`config.mk`:
```
export PLATFORM = sky130hd
export DESIGN_NAME = serial_subtractor
export DESIGN_NICKNAME = d
export VERILOG_FILES = /design/src/rtl/serial_subtractor.sv
export SDC_FILE = /design/constraint.sdc
export NUM_CORES = 1
export LEC_CHECK = 0
export CAP_MARGIN = 0
export CORE_UTILIZATION = 52
export CTS_CLUSTER_DIAMETER = 60
export CTS_CLUSTER_SIZE = 30
export DETAILED_ROUTE_END_ITERATION = 16
export PLACE_DENSITY = 0.78
export RECOVER_POWER = 50
export SETUP_SLACK_MARGIN = 0.2
export SLEW_MARGIN = 15
export SYNTH_ARGS = -nofsm -noshare
export SYNTH_HDL_FRONTEND = slang
export SYNTH_SLANG_ARGS = --single-unit
```
`constraint.sdc`:
```
create_clock -name clk -period 2.25 [get_ports clk]
set_clock_uncertainty 0.2 [all_clocks]
set_input_delay 0.45 -clock clk [delete_from_list [all_inputs] [get_ports clk]]
set_output_delay 0.45 -clock clk [all_outputs]
set_load 0.005 [all_outputs]
```
`src/rtl/serial_subtractor.sv`:
```
`default_nettype none
// ============================================================================
// Module      : serial_subtractor
// Description : Bit-serial two's-complement subtractor, diff = a - b, LSB
//               first, one bit per clock through a single borrow flip-flop.
//               start/busy/done handshake; diff/bout/ovf/zero are registered
//               and only change when an operation completes (or on reset).
// Revision    : 1.0 - initial release
// ============================================================================
module serial_subtractor #(
  parameter int WIDTH = 8
) (
  input  logic             clk,
  input  logic             rst_n,
  input  logic             start,
  input  logic [WIDTH-1:0] a,
  input  logic [WIDTH-1:0] b,
  output logic [WIDTH-1:0] diff,
  output logic             bout,
  output logic             ovf,
  output logic             zero,
  output logic             busy,
  output logic             done
);

  localparam int CW = $clog2(WIDTH + 1);

  localparam logic [1:0] S_IDLE  = 2'd0;
  localparam logic [1:0] S_SHIFT = 2'd1;
  localparam logic [1:0] S_DONE  = 2'd2;

  logic [1:0]       r_state;
  logic [WIDTH-1:0] r_a_sr;
  logic [WIDTH-1:0] r_b_sr;
  // Holds the WIDTH-1 difference bits already produced; the bit produced on
  // the final edge is appended combinationally so it lands in diff directly.
  logic [WIDTH-2:0] r_res_sr;
  logic             r_borrow;
  logic [CW-1:0]    r_count;
  logic             r_sa;
  logic             r_sb;

  logic             w_x;
  logic             w_y;
  logic             w_d;
  logic             w_borrow_next;
  logic [WIDTH-1:0] w_res_next;
  logic             w_last;
  logic             w_accept;
  logic             w_finish;

  // One full-subtractor cell plus the next result word and control decodes
  always_comb begin
    w_x           = r_a_sr[0];
    w_y           = r_b_sr[0];
    w_d           = w_x ^ w_y ^ r_borrow;
    w_borrow_next = (~w_x & w_y) | (~(w_x ^ w_y) & r_borrow);
    w_res_next    = {w_d, r_res_sr};
    w_last        = (r_count == CW'(WIDTH - 1));
    w_finish      = (r_state == S_SHIFT) && w_last;
    // The closing edge of the one-cycle DONE state is also an acceptance
    // edge, so a held start yields a new operation every WIDTH+1 cycles.
    w_accept      = start && ((r_state == S_IDLE) || (r_state == S_DONE));
  end

  // Sequencer: operand capture, serial shifting and bit counting
  always_ff @(posedge clk or negedge rst_n) begin
    if (!rst_n) begin
      r_state  <= S_IDLE;
      r_a_sr   <= '0;
      r_b_sr   <= '0;
      r_res_sr <= '0;
      r_borrow <= 1'b0;
      r_count  <= '0;
      r_sa     <= 1'b0;
      r_sb     <= 1'b0;
    end else begin
      case (r_state)
        S_IDLE, S_DONE: begin
          if (w_accept) begin
            r_a_sr   <= a;
            r_b_sr   <= b;
            r_sa     <= a[WIDTH-1];
            r_sb     <= b[WIDTH-1];
            r_borrow <= 1'b0;
            r_count  <= '0;
            r_state  <= S_SHIFT;
          end else begin
            r_state  <= S_IDLE;
          end
        end
        S_SHIFT: begin
          r_a_sr   <= r_a_sr >> 1;
          r_b_sr   <= r_b_sr >> 1;
          r_res_sr <= w_res_next[WIDTH-1:1];
          r_borrow <= w_borrow_next;
          r_count  <= r_count + CW'(1);
          if (w_last) begin
            r_state <= S_DONE;
          end
        end
        default: begin
          r_state <= S_IDLE;
        end
      endcase
    end
  end

  // Result, flags and handshake outputs; results update only on completion
  always_ff @(posedge clk or negedge rst_n) begin
    if (!rst_n) begin
      diff <= '0;
      bout <= 1'b0;
      ovf  <= 1'b0;
      zero <= 1'b1;
      busy <= 1'b0;
      done <= 1'b0;
    end else begin
      done <= 1'b0;
      if (w_accept) begin
        busy <= 1'b1;
      end
      if (w_finish) begin
        diff <= w_res_next;
        bout <= w_borrow_next;
        ovf  <= (r_sa != r_sb) && (w_res_next[WIDTH-1] != r_sa);
        zero <= (w_res_next == '0);
        busy <= 1'b0;
        done <= 1'b1;
      end
    end
  end

endmodule
`default_nettype wire

```
==> results.tsv <==
metric	value	unit
synth.distinct_cells	31	
drcViolationCount	0	
core	3440	µm²
cts_sinks	45	
pwr-share-comb	0.399	
synth_area	1920	µm²
grt_pass1_wl	6540	µm
dr.pass1.iters	4	
fp.dieH	62.8	µm
fillers	278	
die_area	3940	µm²
max_slew.worst_pin.slew	1.07	ns
startpoint_type	register	
outcome	finished, final reports clean	
hold_viol	0	
synth_cells	170	
cts_tree	done	
p_int	0.00203	W
cp_top_family	flip-flops	
worst-path-buf-inv	1	
cp_slowest_cell	dfstp_2	
drv_slew	0	
cap_violations	0	
dp_hpwl	2630	µm
via_count	1366	
finalWirelength	3720	µm
syn-num-nets	191	
port-buffer-count	31	
cts_buffers	5	
antenna_found_initial	0	
ys_warn_count	0	
cts_root_buffer	clkbuf_8	
critPathMaxFanout	2	
ys_async_sr_fraction	1.00	
initial_utilization	0.558	
fmax	0.506	GHz
fin_nets	224	
critPathCaptureType	primary output	
post_cts_resized	0	
grtUsageTotal	0.219	
gp_congestion	0.772	
syn-mean-instance-area	11.3	µm²
power_frac_clock	0.153	
required	1.60	ns
routed_via_density	5.46	
worstPathArrival	1.33	ns
reg2reg_from	r_state[0]$_DFFE_PN0P_	
mostFrequentLayoutCells	dfrtp_1 (44), nand2_1 (42), clkdlybuf4s50_1 (30)	
final_common_cell	dfrtp_1	
sw_frac_of_total	0.354	
synth_top_family_by_area	simple AND/OR/NAND/NOR gates	
die_x	62.8	µm
grt_max_degree	46	
path_class	register to primary output	
ys_ff_latch	45	
synth_mux_area_frac	0.0854	
min_path_type	primary input to async pin	
grt-ovfl-total	0	
drtAntennaViolNets	0	
ys_seq_area_frac	0.587	
ys.flop_type	dfrtp_1	
synthSimpleGateAreaFrac	0.179	
cts_hold_buf	0	
startpoint	zero$_DFFE_PN1P_	
layout-drive-gt1-share	0.123	
post-route-min-period	1.98	ns
fin_crit_sh	0.879	
row_count	21	
leakage	1.11	nW
cts.path.max_buffers	2	
seq_power_share	0.448	
synth-edff-count	0	
grt_setup_unrepaired	no	
synth-xor-area-share	0.00456	
drtIter0Drc	82	
io_pins	32	
synth-compound-area-share	0.0841	
wl_per_cell	14.9	µm
peakVddDrop	0.672	mV
setup-violations-final	0	
synthAdderAreaFrac	0.0169	
htree_levels	2	
cp_cell_sequence	clkdlybuf4s50_1	
worstSkewPairLatency	0.29	ns
clkTransAtPathRegs	0.09	ns
post_cts_buffers	0	
syn_to_final_growth	21.8	%
max_stage_delay	0.54	ns
slew_headroom	0.283	
grt_pass1_vias	1441	
timing.hold.ws	0.224	ns
switchingPower	0.00111	W
power_density	1340	nW/µm²
diodes	0	
setup_tns	0	ns
[through the flow]
stage	utilization	total power, W	cells	area (µm²)	worst slack [ns]
final	0.679	0.00314	250	2340	0.272
after global routing	0.679	0.00339	250	2340	0.204
after CTS	0.682	0.00319	250	2350	0.261
after detailed placement	0.657	0.00271	242	2260	0.174
after global placement	0.657	0.00261	242	2260	0.230
after floorplan	-	0.00222	170	1920	0.541
[area by class of cell]
type / instances / area [µm²] / area share
Timing Repair Buffer: 37 / 342 / 0.146
Multi-Input combinational cell: 110 / 711 / 0.304
Clock buffer: 5 / 68.8 / 0.0294
Inverter: 4 / 15.0 / 0.00642
Clock inverter: 3 / 17.5 / 0.00749
Tap cell: 46 / 57.6 / 0.0246
Sequential cell: 45 / 1130 / 0.482
[synth_stat cells (2+ instances only)]
cell type,number,area (µm²)
and4b_1,2,20.0
clkbuf_1,4,15.0
dfrtp_1,44,1100
nand2_1,42,158
mux2_4,6,90.1
a22oi_1,13,97.6
nor2b_1,2,12.5
inv_1,4,15.0
nand3_1,13,65.1
a22o_1,4,35.0
buf_2,5,25.0
mux2_2,3,33.8
o21ai_0,2,10.0
nor4_1,2,12.5
nand2b_1,2,12.5
nor2_1,4,15.0
mux2i_1,4,40.0
[flip-flops by register name, indices dropped and copies added (netlist names)]
register and flops:
r_sa 1, r_count 4, done 1, r_res_sr 7, ovf 1, diff 8
zero 1, r_sb 1, r_a_sr 8, r_state 2, r_b_sr 8, r_borrow 1
bout 1, busy 1
[logic make-up (layout without fill, tap and decap cells)]
logic type / after synthesis / after routing
flops: 45 / 45
mux: 13 / 13
fa+ha+maj: 2 / 2
compound gates: 21 / 21
buf+inv: 15 / 49
simple gates: 73 / 73
xor+xnor: 1 / 1
[power by group through the flow]
stage	logic, W	clock network, W	registers, W
3_3_place_gp	0.00122	0	0.00140
3_5_place_dp	0.00128	0	0.00143
6_report	0.00125	0.000481	0.00141
2_1_floorplan	0.000854	0	0.00137
4_1_cts	0.00129	0.000490	0.00141
5_1_grt	0.00139	0.000532	0.00146
[path summary, 6_finish.rpt]
path | to | slack (ns) | depth (start not counted)
max | zero | 0.27 | 1
min | ovf$_DFFE_PN0P_ | 0.22 | 2
max reg2reg | r_b_sr[1]$_DFFE_PN0P_ | 0.31 | 4
min reg2reg | zero$_DFFE_PN1P_ | 0.28 | 2
max in group asynchronous | r_a_sr[2]$_DFFE_PN0P_ | 0.97 | 2
min in group clk | zero$_DFFE_PN1P_ | 0.28 | 2
[per-layer routing]
layer | global-route usage | vias to the layer above | wire [µm]
met4 | 0.0698 | 0 | 48
met3 | 0.0493 | 8 | 134
met1 | 0.266 | 678 | 1680
met2 | 0.385 | 36 | 1860
li1 | - | 644 | -
met5 | 0 | - | 0
No activity file was read; power rests on OpenSTA's default activity.
